--- config.mk ---
export PLATFORM = sky130hd
export DESIGN_NAME = decode_ctrl
export DESIGN_NICKNAME = d
export VERILOG_FILES = /design/src/rtl/cpu_pkg.sv /design/src/rtl/instr_decode.sv /design/src/rtl/decode_ctrl.sv
export SDC_FILE = /design/constraint.sdc
export NUM_CORES = 1
export LEC_CHECK = 0
export ABC_AREA = 0
export BUFFER_PORTS_ARGS = -buffer_cell sky130_fd_sc_hd__buf_2
export CAP_MARGIN = 20
export CORE_ASPECT_RATIO = 1.1
export CORE_MARGIN = 1
export CORE_UTILIZATION = 55
export CTS_BUF_LIST = sky130_fd_sc_hd__clkbuf_4 sky130_fd_sc_hd__clkbuf_8 sky130_fd_sc_hd__clkbuf_16
export CTS_CLUSTER_SIZE = 40
export DETAILED_ROUTE_END_ITERATION = 8
export GPL_ROUTABILITY_DRIVEN = 0
export PLACE_DENSITY = 0.83
export SLEW_MARGIN = 40
export SYNTH_ARGS = -nofsm -noshare
export SYNTH_HDL_FRONTEND = slang
export SYNTH_HIERARCHICAL = 1
export SYNTH_SLANG_ARGS = --single-unit
--- constraint.sdc ---
create_clock -name clk -period 4.3 [get_ports clk]
set_input_delay 0.645 -clock clk [delete_from_list [all_inputs] [get_ports clk]]
set_output_delay 0.645 -clock clk [all_outputs]
set_load 0.03 [all_outputs]
--- src/rtl/cpu_pkg.sv ---
// Shared types and constants for the 8-bit CPU fetch/decode/control path.
package cpu_pkg;

  typedef enum logic [3:0] {
    OP_NOP  = 4'd0,
    OP_ADD  = 4'd1,
    OP_SUB  = 4'd2,
    OP_AND  = 4'd3,
    OP_OR   = 4'd4,
    OP_ADDI = 4'd5,
    OP_LD   = 4'd6,
    OP_ST   = 4'd7,
    OP_BEQ  = 4'd8,
    OP_J    = 4'd9,
    OP_HALT = 4'd15
  } opcode_e;

  typedef enum logic [2:0] {
    ST_FETCH,
    ST_DECODE,
    ST_EXEC,
    ST_MEM,
    ST_WB,
    ST_HALT
  } state_e;

  // Sequencing class: R-type and ADDI share the EXEC->WB path.
  typedef enum logic [2:0] {
    CLS_NOP,
    CLS_ALU,
    CLS_LD,
    CLS_ST,
    CLS_BEQ,
    CLS_J,
    CLS_HALT
  } iclass_e;

  localparam logic [2:0] ALU_ADD = 3'd0;
  localparam logic [2:0] ALU_SUB = 3'd1;
  localparam logic [2:0] ALU_AND = 3'd2;
  localparam logic [2:0] ALU_OR  = 3'd3;

  localparam int OP_MSB  = 15;
  localparam int OP_LSB  = 12;
  localparam int RD_LSB  = 9;
  localparam int RS1_LSB = 6;
  localparam int RS2_LSB = 3;
  localparam int IMM_W   = 6;
  localparam int TGT_W   = 8;

endpackage

--- src/rtl/instr_decode.sv ---
// Combinational instruction-register decode: register fields, immediate,
// sequencing class, ALU function and illegal-opcode flag.
module instr_decode
  import cpu_pkg::*;
#(
  parameter int DWIDTH = 8,
  parameter int RWIDTH = 3,
  parameter int IWIDTH = 16
) (
  input  logic [IWIDTH-1:0] ir_i,
  output logic [RWIDTH-1:0] rs1_o,
  output logic [RWIDTH-1:0] rs2_o,
  output logic [RWIDTH-1:0] rd_o,
  output logic [DWIDTH-1:0] imm_o,
  output iclass_e           cls_o,
  output logic [2:0]        alu_ctrl_o,
  output logic              alu_src_o,
  output logic              illegal_o
);

  logic [3:0] op;

  assign op    = ir_i[OP_MSB:OP_LSB];
  assign rs1_o = ir_i[RS1_LSB +: RWIDTH];
  assign rd_o  = ir_i[RD_LSB +: RWIDTH];
  // A store reads its data register through the rd field.
  assign rs2_o = (op == OP_ST) ? ir_i[RD_LSB +: RWIDTH] : ir_i[RS2_LSB +: RWIDTH];
  assign imm_o = {{(DWIDTH-IMM_W){ir_i[IMM_W-1]}}, ir_i[IMM_W-1:0]};

  always_comb begin
    cls_o      = CLS_NOP;
    alu_ctrl_o = ALU_ADD;
    alu_src_o  = 1'b0;
    illegal_o  = 1'b0;
    case (op)
      OP_NOP:  cls_o = CLS_NOP;
      OP_ADD:  cls_o = CLS_ALU;
      OP_SUB:  begin cls_o = CLS_ALU; alu_ctrl_o = ALU_SUB; end
      OP_AND:  begin cls_o = CLS_ALU; alu_ctrl_o = ALU_AND; end
      OP_OR:   begin cls_o = CLS_ALU; alu_ctrl_o = ALU_OR;  end
      OP_ADDI: begin cls_o = CLS_ALU; alu_src_o  = 1'b1;    end
      OP_LD:   begin cls_o = CLS_LD;  alu_src_o  = 1'b1;    end
      OP_ST:   begin cls_o = CLS_ST;  alu_src_o  = 1'b1;    end
      OP_BEQ:  begin cls_o = CLS_BEQ; alu_ctrl_o = ALU_SUB; end
      OP_J:    cls_o = CLS_J;
      OP_HALT: cls_o = CLS_HALT;
      default: illegal_o = 1'b1;
    endcase
  end

endmodule

--- src/rtl/decode_ctrl.sv ---
// Multicycle fetch/decode/execute/memory/write-back sequencer with PC and IR.
// All control outputs are Moore, decoded from the state and IR registers.
module decode_ctrl
  import cpu_pkg::*;
#(
  parameter int DWIDTH = 8,
  parameter int RWIDTH = 3,
  parameter int PWIDTH = 8,
  parameter int IWIDTH = 16
) (
  input  logic              clk,
  input  logic              reset,
  output logic [PWIDTH-1:0] pc,
  output logic              imem_req,
  input  logic              imem_valid,
  input  logic [IWIDTH-1:0] instr,
  output logic [RWIDTH-1:0] ra1,
  output logic [RWIDTH-1:0] ra2,
  output logic [RWIDTH-1:0] wa3,
  output logic              we3,
  output logic [2:0]        alu_ctrl,
  output logic              alu_src,
  output logic [DWIDTH-1:0] imm,
  input  logic              alu_zero,
  output logic              mem_req,
  output logic              mem_we,
  input  logic              mem_ready,
  output logic              wd_sel,
  output logic              halted,
  output logic              illegal
);

  state_e            state_q;
  logic [PWIDTH-1:0] pc_q;
  logic [IWIDTH-1:0] ir_q;
  logic              illegal_q;

  logic [RWIDTH-1:0] dec_rs1, dec_rs2, dec_rd;
  logic [DWIDTH-1:0] dec_imm;
  iclass_e           dec_cls;
  logic [2:0]        dec_alu_ctrl;
  logic              dec_alu_src;
  logic              dec_illegal;

  instr_decode #(
    .DWIDTH(DWIDTH),
    .RWIDTH(RWIDTH),
    .IWIDTH(IWIDTH)
  ) u_dec (
    .ir_i      (ir_q),
    .rs1_o     (dec_rs1),
    .rs2_o     (dec_rs2),
    .rd_o      (dec_rd),
    .imm_o     (dec_imm),
    .cls_o     (dec_cls),
    .alu_ctrl_o(dec_alu_ctrl),
    .alu_src_o (dec_alu_src),
    .illegal_o (dec_illegal)
  );

  logic [PWIDTH-1:0] pc_inc, pc_off, pc_br, pc_tgt;

  // Branch offset is extended to the PC width, independent of DWIDTH.
  assign pc_off = {{(PWIDTH-IMM_W){ir_q[IMM_W-1]}}, ir_q[IMM_W-1:0]};
  assign pc_inc = pc_q + PWIDTH'(1);
  assign pc_br  = pc_inc + pc_off;
  assign pc_tgt = PWIDTH'(ir_q[TGT_W-1:0]);

  always_ff @(posedge clk or posedge reset) begin
    if (reset) begin
      state_q   <= ST_FETCH;
      pc_q      <= '0;
      ir_q      <= '0;
      illegal_q <= 1'b0;
    end else begin
      case (state_q)
        ST_FETCH: begin
          if (imem_valid) begin
            ir_q    <= instr;
            state_q <= ST_DECODE;
          end
        end
        ST_DECODE: state_q <= ST_EXEC;
        ST_EXEC: begin
          if (dec_illegal) illegal_q <= 1'b1;
          case (dec_cls)
            CLS_ALU:        state_q <= ST_WB;
            CLS_LD, CLS_ST: state_q <= ST_MEM;
            CLS_BEQ: begin
              pc_q    <= alu_zero ? pc_br : pc_inc;
              state_q <= ST_FETCH;
            end
            CLS_J: begin
              pc_q    <= pc_tgt;
              state_q <= ST_FETCH;
            end
            CLS_HALT:       state_q <= ST_HALT;
            default: begin
              pc_q    <= pc_inc;
              state_q <= ST_FETCH;
            end
          endcase
        end
        ST_MEM: begin
          if (mem_ready) begin
            if (dec_cls == CLS_ST) begin
              pc_q    <= pc_inc;
              state_q <= ST_FETCH;
            end else begin
              state_q <= ST_WB;
            end
          end
        end
        ST_WB: begin
          pc_q    <= pc_inc;
          state_q <= ST_FETCH;
        end
        ST_HALT:  state_q <= ST_HALT;
        default:  state_q <= ST_FETCH;
      endcase
    end
  end

  logic alu_active;

  assign alu_active = (state_q == ST_DECODE) || (state_q == ST_EXEC) ||
                      (state_q == ST_MEM)    || (state_q == ST_WB);

  assign pc       = pc_q;
  assign imem_req = (state_q == ST_FETCH);
  assign ra1      = dec_rs1;
  assign ra2      = dec_rs2;
  assign imm      = dec_imm;
  assign alu_ctrl = alu_active ? dec_alu_ctrl : ALU_ADD;
  assign alu_src  = alu_active & dec_alu_src;
  assign mem_req  = (state_q == ST_MEM);
  assign mem_we   = (state_q == ST_MEM) && (dec_cls == CLS_ST);
  assign we3      = (state_q == ST_WB);
  assign wa3      = (state_q == ST_WB) ? dec_rd : '0;
  assign wd_sel   = (state_q == ST_WB) && (dec_cls == CLS_LD);
  assign halted   = (state_q == ST_HALT);
  assign illegal  = illegal_q;

endmodule

==> key figures, run 1 <==
Status
  • Status: finished clean

Critical path
  • Worst EP arrival: 2.85 ns
  • CP peak stage delay: 0.46 ns
  • CP Cell Sequence: ha_1, and3_1, xor2_1, ha_1, nand4_1, a32oi_1, xor2_1, a21oi_1, a311o_1
  • R2R setup slack: 1.62 ns
  • Worst Reg-to-Reg Cells: 9
  • Slowest-stage cell, CP: dfrtp_1
  • Required @ worst endpoint: 4.47 ns
  • Worst R2R End: pc[7]
  • Crit Path Category: flip-flop to flip-flop
  • Critical path startpoint category: flip-flop
  • Crit path max fanout: 7
  • Reg2reg start: pc[0]
  • Worst Setup End Kind: flip-flop

Final layout
  • Fin nets: 300
  • Area growth syn-to-layout: 10.5%
  • Antenna diodes: 0
  • Register area: 701 um2
  • Multi-input gate area: 1300 um2
  • Layout cells sized above 1: 25.7%
  • Filler Cell Count: 332

Synth
  • Yosys warnings: 6
  • Syn Area/Cell: 9.32 um2
  • Synthesized cell area: 2190 um2
  • Netlist cell types: 57
  • Number of synthesized register bits: 28
  • Top FF cell, synth: dfrtp_1
  • Mapped Cells: 235
  • Post-synth top cells: dfrtp_1 (28), buf_4 (17), mux2_1 (15)
  • Synth async-reset ratio: 100%
  • Cell with the most instances after synthesis: dfrtp_1
  • Mapped Nets: 265
  • Number of synthesized flops with an enable pin: 0
  • Proportion of netlist area held by the largest area contributor: 32.0%
  • Synth area leaders: dfrtp_1 (32%), mux2_1 (7.7%), buf_4 (5.8%), ha_1 (4.6%), and2_1 (2.9%)
  • Seq/Total Area, Yosys: 32.0%
  • Area leader, netlist: dfrtp_1

Timing
  • Max_slew headroom: 49.0%
  • Final setup violating endpoints: 0
  • Final hold violations: 0
  • Minimum clock period: 2.68 ns
  • Slew @ Worst Pin: 0.766 ns
  • Fin crit share: 62.3%
  • Setup_tns: 0 ns
  • Slew Limit Fails: 0
  • Final Skew: 0.00691 ns
  • Setup repair after global routing missed its margin: no
  • Max Freq: 0.373 GHz

CTS
  • Longest Clk Path Bufs: 2
  • Clock Pin Slew Worst Setup and Hold Paths: 0.10 ns
  • CTS tree: done
  • Cts hold-fix bufs: 0
  • Total CTS buffers: 3
  • TritonCTS Sinks: 28
  • Skew-Pair Late Insertion Delay: 0.28 ns
  • Post-CTS resize count: 0
  • Post-CTS setup buffers: 0
  • CTS H-Tree Depth: 1
  • CTS root buf: clkbuf_8

Die
  • Die width: 62.2 um
  • Core ar.: 3710 um2
  • Die area: 4240 um2
  • # rows: 23
  • Die height: 68.2 um
  • Top Ports: 57
  • Initial Util: 59.0%

Drt
  • Drt pass-1 iters: 4
  • Drt wl/cell: 14.5 um
  • DRC viols: 0
  • Vias per inst: 5.68
  • DRT iter0 DRCs: 92
  • Final ANT Viol Nets: 0
  • Total Wirelength: 4620 um
  • Vias: 1813

Global route
  • Initial antenna violation count: 0
  • Gr usage total: 22.4%
  • Vias in the first global route: 1636
  • Largest net degree at the start of global routing: 29
  • Total gr overflow: 0
  • First-pass GRT wire length: 7510 um

Place
  • HPWL Detailed: 3410 um
  • Port bufs: 55

Min path
  • Hold/Removal Path Class: input port to async pin

Job
  • Number of max-cap violations: 0
-- critical path, delay by kind of cell, from the launching register on --
family | cells | cell delay (ns)
fa+ha+maj | 2 | 0.63
compound gates | 3 | 0.69
simple gates | 2 | 0.35
xor+xnor | 2 | 0.45
flops | 1 | 0.46
-- layer usage --
layer  up-vias  part of all wire, %  global-route usage, %
met3         4                  5.4                   3.33
met2        60                   46                   38.5
li1        899                    -                      -
met4         0                 0.58                   5.81
met5         -                    0                      0
met1       850                   48                   29.9
-- per-stage QoR --
step	instance area [um2]	hold WS, ns	util, %	std cells	worst slack, ns
5_1_grt	2420	0.484	65.2	319	1.44
6_report	2420	0.427	65.2	319	1.62
2_1_floorplan	2190	0.459	-	235	1.74
4_1_cts	2420	0.445	65.2	319	1.64
3_5_place_dp	2360	0.453	63.7	315	1.68
3_3_place_gp	2360	0.453	63.5	315	1.69
-- logic make-up after synthesis --
logic type / Yosys count / synth area share [%]
AOI/OAI and AO/OA: 54 / 17.1
other: 1 / 0.171
xor gates and xnor gates: 11 / 4.40
adders and majority gates: 9 / 5.48
buffers and inverters: 33 / 9.14
muxes: 18 / 9.77
and+or+nand+nor: 81 / 21.9
DFF: 28 / 32.0
-- layout make-up --
type / instances / share of cell area, %
Timing Repair Buffer: 55 / 11.4
Tap cell: 50 / 2.59
Sequential cell: 28 / 29.0
Multi-Input combinational cell: 174 / 53.6
Clock buffer: 4 / 2.28
Inverter: 8 / 1.24
-- sequential cells by signal (all words and copies together) (netlist names) --
register and cells:
ir_q 16, pc 8, state_q 3, illegal 1
-- worst max path at each step --
stage	start	end	slack, ns	cells past startpoint
floorplan	pc[0]	pc[7]	1.74	10
finish	pc[0]	pc[7]	1.62	9
global route	pc[0]	pc[7]	1.44	10
detailed placement	pc[0]	pc[7]	1.68	9
CTS	pc[0]	pc[7]	1.64	9
global placement	pc[0]	pc[7]	1.69	9
-- placed cells by master, fill, tap and decap left out, types with 5 or more instances in the layout --
cell,Yosys,layout
buf_2,4,55
dfrtp_1,28,28
mux2_1,15,15
nand2_1,14,14
nor2_1,13,13
o21ai_0,11,11
and2_1,10,10
nor2b_1,8,8
ha_1,8,8
a21oi_1,7,7
inv_1,8,7
o21a_1,6,6
xor2_1,6,6
nand2b_1,5,5
xnor2_1,5,5
Power of run 1 is not shown: default switching activity piles up to over one toggle a cycle in this logic, so the estimate is an artifact.
==> run 2: changes to the inputs <==
Settings changed: ABC_AREA 0 to 1, CORE_UTILIZATION 55 to 54, PLACE_DENSITY 0.83 to 0.81.
Clock period 4.3 ns to 2.6 ns, I/O delays scaled along.
==> run 2 against run 1 <==
Final area grew 8.0%. Via count up 18%. Die area grew 7.7%. Core utilization down 0.71 points. Global-route usage is 1.9 points higher. First-iteration DRC count increased by 74%. Non-clock buffer count rose by 2. Sequential share of layout area fell by 2.1 points. Critical path type unchanged. Critical endpoint unchanged. Highest routed layer unchanged.
==> key figures, run 2 <==
Die
  • # rows: 24 (+4.3%)
  • Core ar.: 4050 um2 (+9.2%)
  • Initial Util: 57.3% (-1.7 points)
  • Die height: 70.8 um (+3.8%)
  • Die area: 4570 um2 (+7.7%)
  • Die width: 64.5 um (+3.8%)
  • Top Ports: 57 (unchanged)

Job
  • Number of max-cap violations: 0 (unchanged)

Global route
  • Gr usage total: 24.3% (+1.9 points)
  • Vias in the first global route: 1962 (+20%)
  • Total gr overflow: 0 (unchanged)
  • First-pass GRT wire length: 8670 um (+15%)
  • Largest net degree at the start of global routing: 29 (unchanged)
  • Initial antenna violation count: 0 (unchanged)

Critical path
  • Slowest-stage cell, CP: dfrtp_1
  • Required @ worst endpoint: 2.79 ns (-1.68 ns)
  • Crit Path Category: flip-flop to flip-flop
  • Worst Reg-to-Reg Cells: 16 (+7)
  • CP Cell Sequence: ha_1, nand2_1, nor2_1, a21oi_1, a21oi_1, ha_1, nand2_1, inv_1, a21oi_1, o21ai_0, inv_1, nand2_1, nand3_1, nand2_1, nand2_1, nand2_1
  • Worst R2R End: pc[7]
  • Buf+Inv Stages, Crit Path: 2 (+2)
  • Crit path max fanout: 4 (-3)
  • Critical path startpoint category: flip-flop
  • CP delay by family, top: compound AO/OA/AOI/OAI gates
  • Most used cell, CP: nand2_1
  • Worst EP arrival: 2.59 ns (-0.26 ns)
  • CP peak stage delay: 0.41 ns (-0.05 ns)
  • R2R setup slack: 0.20 ns (-1.42 ns)
  • Reg2reg start: pc[0]
  • Worst Setup End Kind: flip-flop

Final layout
  • Multi-input gate area: 1280 um2 (-1.1%)
  • Antenna diodes: 0 (unchanged)
  • Layout cells sized above 1: 28.1% (+2.4 points)
  • Commonest non-fill, non-tap cell in the layout: nand2_1
  • Area growth syn-to-layout: 12.6%
  • Max reg flops: 16 (unchanged)
  • Largest register by flop count: ir_q
  • Filler Cell Count: 389 (+17%)
  • Most frequent cells in the layout: nand2_1 (86), buf_2 (55), inv_1 (48)
  • Fin nets: 398 (+33%)
  • Register area: 701 um2 (unchanged)

Timing
  • Slew Limit Fails: 0 (unchanged)
  • Minimum clock period: 2.40 ns (-0.280 ns)
  • Setup repair after global routing missed its margin: no
  • Final Skew: 0.00456 ns (-0.00235 ns)
  • Setup_tns: 0 ns (unchanged)
  • Fin crit share: 92.3% (+30 points)
  • Max Freq: 0.417 GHz (+12%)
  • Max_slew headroom: 63.5% (+15 points)
  • Final setup violating endpoints: 0 (unchanged)
  • Final hold violations: 0 (unchanged)
  • Slew @ Worst Pin: 0.545 ns (-0.221 ns)

CTS
  • Total CTS buffers: 3 (unchanged)
  • CTS H-Tree Depth: 1 (unchanged)
  • Skew-Pair Late Insertion Delay: 0.28 ns (about the same)
  • Post-CTS resize count: 0 (unchanged)
  • CTS root buf: clkbuf_8
  • CTS tree: done
  • TritonCTS Sinks: 28 (unchanged)
  • Post-CTS setup buffers: 0 (unchanged)
  • Cts hold-fix bufs: 0 (unchanged)
  • Clock Pin Slew Worst Setup and Hold Paths: 0.10 ns (about the same)
  • Longest Clk Path Bufs: 2 (unchanged)

Synth
  • Mapped Nets: 353 (+33%)
  • Synthesized cell area: 2320 um2 (+6.0%)
  • Synth async-reset ratio: 100% (unchanged)
  • Cell with the most instances after synthesis: nand2_1
  • Seq/Total Area, Yosys: 30.2% (-1.8 points)
  • Netlist cell types: 41 (-28%)
  • Number of synthesized flops with an enable pin: 0 (unchanged)
  • Yosys warnings: 6 (unchanged)
  • Synth area leaders: dfrtp_1 (30%), nand2_1 (14%), inv_1 (7.8%), nor2_1 (5.5%), buf_4 (4.8%)
  • Area leader, netlist: dfrtp_1
  • Syn Area/Cell: 7.19 um2 (-23%)
  • Proportion of netlist area held by the largest area contributor: 30.2% (-1.8 points)
  • Post-synth top cells: nand2_1 (86), inv_1 (48), nor2_1 (34)
  • Mapped Cells: 323 (+37%)
  • Number of synthesized register bits: 28 (unchanged)
  • Top FF cell, synth: dfrtp_1

Place
  • HPWL Detailed: 4070 um (+19%)
  • Port bufs: 55 (unchanged)

Status
  • Status: finished clean

Drt
  • DRC viols: 0 (unchanged)
  • DRT iter0 DRCs: 160 (+74%)
  • Vias: 2139 (+18%)
  • Vias per inst: 5.11 (-10%)
  • Drt wl/cell: 12.5 um (-14%)
  • Drt pass-1 iters: 4 (unchanged)
  • Final ANT Viol Nets: 0 (unchanged)
  • Total Wirelength: 5220 um (+13%)

Min path
  • Hold/Removal Path Class: input port to async pin
## run 2: final cells by class
type / instances / share of cell area, %
clock buffers: 3 / 1.58
repair buffers: 57 / 11.1
multi-input cells: 224 / 49.1
flip-flops and latches: 28 / 26.8
well taps: 52 / 2.49
clock inverters: 1 / 1.15
inverters: 54 / 7.80
## run 2: how the worst max path moves through the flow
stage	cells past startpoint	slack (ns)	end	startpoint
floorplan	15	0.33	pc[6]	pc[1]
global placement	16	0.33	pc[7]	pc[0]
detailed placement	16	0.29	pc[7]	pc[0]
CTS	16	0.22	pc[7]	pc[0]
global route	16	0.02	pc[7]	pc[0]
finish	16	0.20	pc[7]	pc[0]
## run 2: per-stage QoR
| stage | worst slack [ns] | instance area, um2 | utilization [%] | cells | hold slack, ns |
|---|---|---|---|---|---|
| global route | 0.0232 | 2610 | 64.5 | 419 | 0.183 |
| finish | 0.200 | 2610 | 64.5 | 419 | 0.149 |
| CTS | 0.225 | 2610 | 64.5 | 419 | 0.169 |
| detailed placement | 0.292 | 2540 | 62.7 | 415 | 0.459 |
| floorplan | 0.330 | 2320 | - | 323 | 0.455 |
| global placement | 0.332 | 2540 | 62.7 | 415 | 0.457 |
## run 2: tightest hold or removal path: stages
cell	delay, ns
buf_2	0.09
inv_1	0.04
buf_4	0.33
## run 2: routing by layer
layer  track usage (%)  share of wire (%)
met5                 0                  0
met4              9.88                2.4
met3              3.06                5.0
met2              38.0                 46
met1              33.9                 46
## run 2: kinds of logic (layout without fill, tap and decap cells)
family | Yosys count | after routing | synth area share [%]
simple gates | 160 | 160 | 31.4
buf+inv | 71 | 115 | 14.6
compound gates | 37 | 37 | 9.59
flops | 28 | 28 | 30.2
mux | 14 | 14 | 7.76
fa+ha+maj | 9 | 9 | 5.17
xor+xnor | 3 | 3 | 1.13
other cells | 1 | 1 | 0.161
Power of run 2 is left out for the same reason.
==> run 3: changes to the inputs <==
Settings changed: BUFFER_PORTS_ARGS -buffer_cell sky130_fd_sc_hd__buf_2 to -buffer_cell sky130_fd_sc_hd__clkbuf_2.
==> run 3 against run 2 <==
Critical path depth did not move. Maximum frequency rose by 1.7%. Final area fell by 1.1%. Via count rose by 1.3%. Highest routed layer unchanged. Global-route usage fell by 0.21 points.
==> key figures, run 3 (same netlist as run 2, synthesis figures left out) <==
Status
  • Status: finished clean

Final layout
  • Antenna diodes: 0 (unchanged)
  • Layout cells sized above 1: 27.9% (-0.20 points)
  • Fin nets: 398 (unchanged)
  • Max reg flops: 16 (unchanged)
  • Area growth syn-to-layout: 11.3%
  • Filler Cell Count: 400 (+2.8%)
  • Commonest non-fill, non-tap cell in the layout: nand2_1
  • Largest register by flop count: ir_q
  • Post-layout util: 63.7% (-0.74 points)
  • Most frequent cells in the layout: nand2_1 (86), clkbuf_2 (55), inv_1 (48)

Critical path
  • Crit path from: pc[1]
  • Worst EP arrival: 2.54 ns (-0.05 ns)
  • Worst Reg-to-Reg Cells: 16 (unchanged)
  • Crit path capture: pc[7]
  • Required @ worst endpoint: 2.78 ns (about the same)
  • Crit Path Category: flip-flop to flip-flop
  • CP Cell Sequence: ha_1, nand2_1, nor2_1, a21oi_1, a21oi_1, ha_1, nand2_1, inv_1, a21oi_1, o21ai_0, inv_1, nand2_1, nand3_1, nand2_1, nand2_1, nand2_1
  • R2R setup slack: 0.24 ns (+0.04 ns)
  • Most used cell, CP: nand2_1
  • Worst Setup End Kind: flip-flop
  • Slowest-stage cell, CP: dfrtp_1
  • CP peak stage delay: 0.41 ns (about the same)
  • Critical path startpoint category: flip-flop
  • Worst R2R End: pc[7]
  • Reg2reg start: pc[1]
  • Crit path max fanout: 4 (unchanged)

Timing
  • Slew Limit Fails: 0 (unchanged)
  • Final hold violations: 0 (unchanged)
  • Max_slew headroom: 64.2% (+0.65 points)
  • Final setup violating endpoints: 0 (unchanged)
  • Max Freq: 0.424 GHz (+1.7%)
  • Slew @ Worst Pin: 0.536 ns (-0.00966 ns)
  • Fin crit share: 90.8% (-1.5 points)
  • Setup repair after global routing missed its margin: no
  • Setup_tns: 0 ns (unchanged)
  • Minimum clock period: 2.36 ns (-0.0396 ns)
  • Worst hold slack: 0.151 ns (+0.00286 ns)
  • Final Skew: 0.00299 ns (-0.00157 ns)

Place
  • Port bufs: 55 (unchanged)
  • HPWL Detailed: 4030 um (-1.1%)

Global route
  • Vias in the first global route: 1977 (+0.76%)
  • Initial antenna violation count: 0 (unchanged)
  • Gr usage total: 24.1% (-0.21 points)
  • Largest net degree at the start of global routing: 29 (unchanged)
  • First-pass GRT wire length: 8730 um (+0.63%)
  • Total gr overflow: 0 (unchanged)

CTS
  • Clock Pin Slew Worst Setup and Hold Paths: 0.10 ns (about the same)
  • CTS tree: done
  • Total CTS buffers: 3 (unchanged)
  • Skew-Pair Late Insertion Delay: 0.27 ns (about the same)
  • TritonCTS Sinks: 28 (unchanged)
  • Cts hold-fix bufs: 0 (unchanged)
  • CTS root buf: clkbuf_8
  • Post-CTS resize count: 0 (unchanged)
  • Post-CTS setup buffers: 0 (unchanged)
  • CTS H-Tree Depth: 1 (unchanged)
  • Longest Clk Path Bufs: 2 (unchanged)

Drt
  • Vias per inst: 5.18 (+1.5%)
  • Drt pass-1 iters: 4 (unchanged)
  • DRT iter0 DRCs: 145 (-9.4%)
  • Total Wirelength: 5160 um (-1.0%)
  • Drt wl/cell: 12.4 um (-0.80%)
  • DRC viols: 0 (unchanged)
  • Final ANT Viol Nets: 0 (unchanged)
  • Vias: 2166 (+1.3%)

Die
  • Die width: 64.5 um (unchanged)
  • Die height: 70.8 um (unchanged)
  • Initial Util: 57.3% (unchanged)
  • Top Ports: 57 (unchanged)
  • Die area: 4570 um2 (unchanged)
  • # rows: 24 (unchanged)
  • Core ar.: 4050 um2 (unchanged)

Min path
  • Hold/Removal Path Class: input port to async pin

Job
  • Number of max-cap violations: 0 (unchanged)
-- run 3: cell types whose count changed in the layout (fill, tap and decap cells not counted) --
| cell | change |
|---|---|
| bufinv_16 | -1 |
| buf_2 | -55 |
| clkbuf_2 | +55 |
-- run 3: routing by layer --
layer / routed length (um) / GRT usage [%]
met2: 2400 / 39.8
met1: 2400 / 33.2
met3: 279 / 2.74
met5: 0 / 0
met4: 83 / 6.67
-- run 3: per-stage QoR --
step                cells  setup WS (ns)  cell area [um2]
CTS                   418          0.269             2580
floorplan             323          0.330             2320
detailed placement    415          0.311             2540
global route          418         0.0722             2580
global placement      415          0.333             2540
finish                418          0.240             2580
-- run 3: cell type report --
class | instances | area, um2 | share of cell area, %
flip-flops and latches | 28 | 701 | 27.1
well taps | 52 | 65.1 | 2.52
repair buffers | 57 | 290 | 11.2
clock buffers | 3 | 41.3 | 1.60
multi-input cells | 224 | 1280 | 49.6
inverters | 54 | 204 | 7.89
-- run 3: worst min path at each step --
| stage | from | slack, ns | endpoint |
|---|---|---|---|
| after floorplan | reset | 0.46 | illegal |
| after global placement | reset | 0.46 | ir_q[8] |
| after detailed placement | illegal | 0.46 | illegal |
| after CTS | reset | 0.17 | ir_q[8] |
| after global routing | reset | 0.18 | ir_q[6] |
| final | reset | 0.15 | ir_q[8] |
-- run 3: critical path, delay by kind of cell (launching register included) --
family | cells | cell delay, ns
simple gates | 8 | 0.54
flops | 1 | 0.41
buf+inv | 2 | 0.14
compound gates | 4 | 0.64
fa+ha+maj | 2 | 0.52
Power of run 3 is left out for the same reason.
